## config.mk

```make
export PLATFORM = sky130hd
export DESIGN_NAME = mem_access_seq
export DESIGN_NICKNAME = d
export VERILOG_FILES = /design/src/rtl/mem_pkg.sv /design/src/rtl/mem_wait_counter.sv /design/src/rtl/mem_access_seq.sv
export SDC_FILE = /design/constraint.sdc
export NUM_CORES = 1
export LEC_CHECK = 0
export CAP_MARGIN = 20
export CORE_ASPECT_RATIO = 0.5
export CORE_MARGIN = 2
export CORE_UTILIZATION = 45
export CTS_BUF_LIST = sky130_fd_sc_hd__clkbuf_8
export CTS_CLUSTER_DIAMETER = 200
export DETAILED_ROUTE_END_ITERATION = 8
export PLACE_DENSITY = 0.89
export REMOVE_ABC_BUFFERS = 1
export SYNTH_ARGS = -nofsm -noshare
export SYNTH_HDL_FRONTEND = slang
export SYNTH_HIERARCHICAL = 1
export SYNTH_SLANG_ARGS = --single-unit
```

## constraint.sdc

```tcl
create_clock -name Clk -period 6.1 [get_ports Clk]
set_clock_uncertainty 0.1 [all_clocks]
set_input_delay 0.915 -clock Clk [delete_from_list [all_inputs] [get_ports Clk]]
set_output_delay 0.915 -clock Clk [all_outputs]
set_load 0.01 [all_outputs]
```

## src/rtl/mem_pkg.sv

```systemverilog
// Shared types and constants for the memory access sequencer.
package mem_pkg;

  typedef enum logic [1:0] {
    IDLE  = 2'd0,
    ISSUE = 2'd1,
    WAIT  = 2'd2,
    DONE  = 2'd3
  } mem_seq_state_t;

  localparam int MEM_LATENCY_DEFAULT = 2;
  localparam int MEM_ADDR_W          = 32;
  localparam int MEM_DATA_W          = 32;

endpackage

```

## src/rtl/mem_wait_counter.sv

```systemverilog
// 4-bit loadable down-counter that times out the memory latency.
module mem_wait_counter (
  input  logic       Clk,
  input  logic       Reset,
  input  logic       load,
  input  logic       dec,
  input  logic [3:0] load_value,
  output logic [3:0] count,
  output logic       last
);

  always_ff @(posedge Clk or posedge Reset) begin
    if (Reset) begin
      count <= 4'd0;
    end else if (load) begin
      count <= load_value;
    end else if (dec && (count != 4'd0)) begin
      // Saturates at zero; only reachable if the FSM misbehaves.
      count <= count - 4'd1;
    end
  end

  assign last = (count == 4'd1);

endmodule

```

## src/rtl/mem_access_seq.sv

```systemverilog
// Sequences one word-aligned load/store at a time against a fixed-latency
// synchronous memory and returns a one-cycle response with the MDR contents.
//
// Handshake: a request is taken on a rising edge where ReqValid=1 and
// ReqReady=1; ReqValid while ReqReady=0 is ignored. RespValid is a single
// cycle pulse with no back-pressure, qualified by RespErr.
module mem_access_seq
  import mem_pkg::*;
#(
  parameter int LATENCY = MEM_LATENCY_DEFAULT
) (
  input  logic                  Clk,
  input  logic                  Reset,
  input  logic                  ReqValid,
  input  logic                  ReqWrite,
  input  logic [MEM_ADDR_W-1:0] ReqAddr,
  input  logic [MEM_DATA_W-1:0] ReqWData,
  output logic                  ReqReady,
  output logic                  Busy,
  output logic                  RespValid,
  output logic                  RespErr,
  output logic [MEM_DATA_W-1:0] RespRData,
  output logic [MEM_ADDR_W-1:0] MemAddr,
  output logic [MEM_DATA_W-1:0] MemWData,
  output logic                  MemWr,
  input  logic [MEM_DATA_W-1:0] MemRData,
  output logic [1:0]            state_dbg,
  output logic [3:0]            wait_count_dbg
);

  mem_seq_state_t        state, state_nxt;
  logic                  wr_q;
  logic                  err_q;
  logic [MEM_ADDR_W-1:0] addr_q;
  logic [MEM_DATA_W-1:0] wdata_q;
  logic [MEM_DATA_W-1:0] mdr_q;

  logic cnt_load, cnt_dec, cnt_last;
  logic accept, reject, capture;

  mem_wait_counter u_wait_counter (
    .Clk        (Clk),
    .Reset      (Reset),
    .load       (cnt_load),
    .dec        (cnt_dec),
    .load_value (4'(LATENCY - 1)),
    .count      (wait_count_dbg),
    .last       (cnt_last)
  );

  always_ff @(posedge Clk or posedge Reset) begin
    if (Reset) begin
      state <= IDLE;
    end else begin
      state <= state_nxt;
    end
  end

  always_comb begin
    state_nxt = state;
    cnt_load  = 1'b0;
    cnt_dec   = 1'b0;
    accept    = 1'b0;
    reject    = 1'b0;
    capture   = 1'b0;
    unique case (state)
      IDLE: begin
        if (ReqValid) begin
          if (ReqAddr[1:0] != 2'b00) begin
            reject    = 1'b1;
            state_nxt = DONE;
          end else begin
            accept    = 1'b1;
            cnt_load  = 1'b1;
            state_nxt = ISSUE;
          end
        end
      end
      ISSUE: begin
        if (LATENCY == 1) begin
          capture   = !wr_q;
          state_nxt = DONE;
        end else begin
          state_nxt = WAIT;
        end
      end
      WAIT: begin
        cnt_dec = 1'b1;
        if (cnt_last) begin
          capture   = !wr_q;
          state_nxt = DONE;
        end
      end
      DONE: begin
        state_nxt = IDLE;
      end
      default: state_nxt = IDLE;
    endcase
  end

  // Misaligned requests leave the memory-side registers and MDR untouched.
  always_ff @(posedge Clk or posedge Reset) begin
    if (Reset) begin
      wr_q    <= 1'b0;
      err_q   <= 1'b0;
      addr_q  <= '0;
      wdata_q <= '0;
      mdr_q   <= '0;
    end else begin
      if (accept) begin
        wr_q    <= ReqWrite;
        addr_q  <= ReqAddr;
        wdata_q <= ReqWData;
      end
      if (reject) begin
        err_q <= 1'b1;
      end else if (state == DONE) begin
        err_q <= 1'b0;
      end
      if (capture) begin
        mdr_q <= MemRData;
      end
    end
  end

  assign ReqReady  = (state == IDLE);
  assign Busy      = !ReqReady;
  assign RespValid = (state == DONE);
  assign RespErr   = err_q;
  assign RespRData = mdr_q;
  assign MemAddr   = addr_q;
  assign MemWData  = wdata_q;
  // Decoded from registered state so an asynchronous reset drops it at once.
  assign MemWr     = (state == ISSUE) && wr_q;
  assign state_dbg = state;

endmodule

```

* Word level (Yosys, flattened, before mapping) *
Index checks and enable logic that the tools add are counted.

storage, ports and cells
  flip-flop bits (word level) = 104
  input bits = 100
  word-level logic and storage cells = 41

cells by class
  add/sub/neg operators = 1
  equality and inequality tests = 6
  muxes and demuxes = 17
  reductions and logical operators = 10

operator list
  operator             count
  $mux 1               11
  $mux 4               2
  $pmux 2 s4           1
  $mux 2               3
  $reduce_bool 2->1    3
  $eq 2x2->1 const B   2
  $eq 4x1->1 const B   1
  $ne 2x2->1 const B   2
  $reduce_bool 4->1    1
  $sub 4x1->4 const B  1
  $eq 2x1->1 const B   1
  $logic_and 1x1->1    2
  $logic_not 1->1      2
  $logic_not 2->1      1
  $reduce_and 2->1     1

* Logic depth before layout (Yosys ltp) *
  word-level depth = 5
  gate-level depth with buffers = 10

* Cells and area by module *
The synthesis kept the hierarchy.

by module, submodules not included
  module            instances  cells each  area an instance (µm²)
  mem_access_seq    1          232         3,857.4
  mem_wait_counter  1          30          286.5

* Least setup slack after synthesis *
OpenSTA, ideal clock, no wires.

  kind = in2reg
  start = in ReqValid
  end = reg u_wait_counter.count[3]
  data arrival time = 1.982 ns
  setup slack = 3.892 ns
  stages on the path = 7
  buffers on the path = 3
  cells stage by stage = nand2_1 > nor3_2 > buf_6 > buf_8 > buf_4 > nor3_1 > a221o_1

on the way
  word-level cells in the longest chain between the ends = 3

ends and longest elaborated chain
  what                                         RTL line                source
  from (decl)                                  mem_access_seq.sv:14    input logic ReqValid,
  $mux 1 * (2 in series)                       -
  via accept                                   mem_access_seq.sv:39    logic accept, reject, capture;
  $mux 4 or $reduce_bool 2->1 (tied branches)  -
  to (signal assigned)                         mem_wait_counter.sv:16  count <= load_value;
  to (signal assigned)                         mem_wait_counter.sv:19  count <= count - 4'd1;
  to (decl)                                    mem_wait_counter.sv:8   output logic [3:0] count,

Mark *: on every way through the listed nets, which the timed path passes. The rest lies on a longest branch.
A chain may end at the register's enable or synchronous reset.

* Final worst setup path *
  start = reg state[0], in the netlist state_dbg[0]
  end = out Busy

on the way
  word-level cells in the longest chain between the ends = 2

ends and longest elaborated chain
  what                    RTL line               source
  from (decl)             mem_access_seq.sv:31   mem_seq_state_t state, state_nxt;
  from (signal assigned)  mem_access_seq.sv:55   state <= state_nxt;
  $logic_not 2->1         mem_access_seq.sv:126  assign ReqReady = (state == IDLE);
  $logic_not 1->1         mem_access_seq.sv:127  assign Busy = !ReqReady;
  to (decl)               mem_access_seq.sv:19   output logic Busy,

No other way between the ends.

==> results.sh <==
export IMPL_intPower_uw=2140
export IMPL_reg2reg_slack_ns=3.57
export IMPL_synth_top_area_share_pct=62.8
export IMPL_grt_max_degree=77
export IMPL_hpwl_microns=7640
export IMPL_reg2reg_to="MemAddr[24]"
export IMPL_area_growth_pct=56.6
export IMPL_wl_microns=10300
export IMPL_yosysSeqAreaShare_pct=62.8
export IMPL_pre_cts_ws_ns=3.02
export IMPL_yosys_register_bits=104
export IMPL_cts_buffer_depth=2
export IMPL_cp_end_kind="output port"
export IMPL_cap_viol_max_count=0
export IMPL_ys_warn_count=6
export IMPL_peakVddDrop_mv=0.248
export IMPL_syn_area_per_cell_sq_um=15.8
export IMPL_startpoint_type="flip-flop"
export IMPL_ant_nets=0
export IMPL_dr_pass1_iters=4
export IMPL_ff2ff_path_depth=6
export IMPL_via_per_inst=4.79
export IMPL_r2r_start="state_dbg[0]"
export IMPL_grtUsageMet1_pct=23.5
export IMPL_worstSkewPairLatency_ns=0.36
export IMPL_grt_usage_pct=21.2
export IMPL_critPathKind="flip-flop to output port"
export IMPL_cp_arrival_ns=1.77
export IMPL_antenna_found_initial=0
export IMPL_switchingPower_uw=935
export IMPL_status="complete, no violations"
export IMPL_fmax_mhz=359
export IMPL_drcViolationCount=0
export IMPL_mostFrequentLayoutCell="clkdlybuf4s50_1"
export IMPL_layout_min_cycle_time_ns=2.78
export IMPL_fin_crit_sh_pct=45.6
export IMPL_tightest_slew_ns=0.949
export IMPL_slew_headroom_pct=36.7
export IMPL_leakage_uw=0.00278
export IMPL_holdPathEnd="MemWData[3]"
export IMPL_slew_viol_final=0
export IMPL_ys_types=29
export IMPL_initial_core_util_pct=46.9
export IMPL_rows=24
export IMPL_h_tree_depth=3
export IMPL_tns_ns=0
export IMPL_min_path_cells=1
export IMPL_nNetsFinal=580
export IMPL_grt_overflow=0
export IMPL_worstPathRequired_ns=5.08
export IMPL_core_area_sq_um=8830
export IMPL_gp_congestion=0.749
export IMPL_die_x_microns=140
export IMPL_hold_viol=0
export IMPL_met2_usage_pct=39.4
export IMPL_wl_per_cell_microns=17.3
export IMPL_synth_area_leader_cell="dfrtp_1"
export IMPL_root_buffer="clkbuf_8"
export IMPL_grt_busiest_layer="met2"
export IMPL_io_buffers=206
export IMPL_power_density_nw_per_um2=474
export IMPL_synth_area_top_cells="dfrtp_1 63%, mux2_2 16%, mux2_1 10%, ha_1 2.1%, buf_8 1.4%"
export IMPL_switching_share_pct=30.4
export IMPL_final_cell_mix="206 x clkdlybuf4s50_1, 104 x dfrtp_1, 59 x mux2_2"
export IMPL_hold_buffers=0
export IMPL_dr_first_iter_drc_count=108
export IMPL_clkTransAtPathRegs_ns=0.10
export IMPL_critPathLaunch="state_dbg[0]"
export IMPL_n_fill_cell=629
export IMPL_num_antenna_cells=0
export IMPL_cts_sinks=104
export IMPL_drive_gt1_share_pct=17.0
export IMPL_syn_inst=262
export IMPL_path_max_fanout=5
export IMPL_min_from="MemWData[3]"
export IMPL_io_pin_count=207
export IMPL_grt_util_met3_pct=4.95
export IMPL_via_count=2846
export IMPL_p_clk_share_pct=14.4
export IMPL_hold_path_class="flip-flop to flip-flop"
export IMPL_seqPwrFrac_pct=39.1
export IMPL_die_height_microns=71.9
export IMPL_numCtsBuffers=9
export IMPL_combPwrFrac_pct=46.4
export IMPL_finalSetupViolCount=0
export IMPL_rsz0062_at_grt="no"
export IMPL_cts_tree="built"
export IMPL_synth_area_sq_um=4140
export IMPL_timing_hold_ws_ns=0.389
export IMPL_grt_first_pass_wirelength_microns=16300
export IMPL_cts_resized=0
export IMPL_cts_setup_buffers=0
export IMPL_die_area_sq_um=10000
export IMPL_grt_pass1_vias=3053
export IMPL_setup_slack_ns=3.32
[state kept, by name (all words and copies together), names as in the netlist]
signal,flops
RespErr,1
u_wait_counter/count,4
RespRData,32
state_dbg,2
wr_q,1
MemAddr,32
MemWData,32
[how the worst max path moves through the flow]
stage | to | slack [ns]
after global routing | Busy | 3.19
after detailed placement | u_wait_counter/count[0] | 3.02
after global placement | u_wait_counter/count[3] | 3.06
after CTS | MemWr | 3.30
after floorplan | u_wait_counter/count[0] | 1.51
final | Busy | 3.32
[logic make-up after synthesis]
family          share of synthesized area (%)
flops                                    62.8
fa+ha+maj                                2.11
buf+inv                                  3.44
mux                                      26.3
compound gates                           1.78
other cells                             0.181
simple gates                             3.35
[critical path: stages (launching register included)]
cell and delay [ns]:
dfrtp_1 0.44, inv_1 0.10, ha_1 0.23, inv_1 0.07
clkdlybuf4s50_1 0.56
[synth_stat cells]
cell	instances
o21ai_1	2
buf_2	3
o32a_1	1
o311ai_1	1
mux2_2	59
a31o_1	1
nor2_1	2
buf_8	4
nor4b_2	1
o22ai_1	1
nor2b_1	4
buf_4	3
and4b_1	1
dfrtp_1	104
or3b_4	1
inv_1	9
buf_6	1
mux2_1	37
nor3_2	1
nand2_1	5
conb_1	2
ha_1	7
nor3_1	1
a21oi_1	4
a221o_1	1
and2_1	1
nand3b_1	1
nor3b_1	3
mux2i_1	1
[through the flow]
stage	total power, uW	cells	utilization [%]	cell area (sq um)
floorplan	1770	253	-	4040
global placement	2600	579	71.2	6280
detailed placement	2660	579	71.2	6280
CTS	3110	594	73.5	6490
global route	3240	594	73.5	6490
finish	3080	594	73.5	6490
[power groups by stage]
stage / sequential [uW] / combinational (uW) / clock [uW]
5_1_grt: 1250 / 1510 / 486
3_3_place_gp: 1200 / 1400 / 0
6_report: 1200 / 1430 / 444
3_5_place_dp: 1220 / 1440 / 0
4_1_cts: 1200 / 1450 / 453
2_1_floorplan: 1360 / 419 / 0
[layout make-up]
| class | count | area (sq um) | share of cell area (%) |
|---|---|---|---|
| Clock inverter | 3 | 40.0 | 0.617 |
| Sequential cell | 104 | 2600 | 40.1 |
| Inverter | 9 | 36.3 | 0.559 |
| Clock buffer | 12 | 165 | 2.55 |
| Timing Repair Buffer | 209 | 2080 | 32.1 |
| Tap cell | 117 | 146 | 2.26 |
| Multi-Input combinational cell | 140 | 1410 | 21.8 |
[per-layer routing]
metal / vias to the layer above / wire (microns)
li1: 1332 / -
met2: 75 / 5600
met3: 33 / 407
met5: - / 0
met4: 0 / 407
met1: 1406 / 3880
No activity file was read; power rests on OpenSTA's default activity.
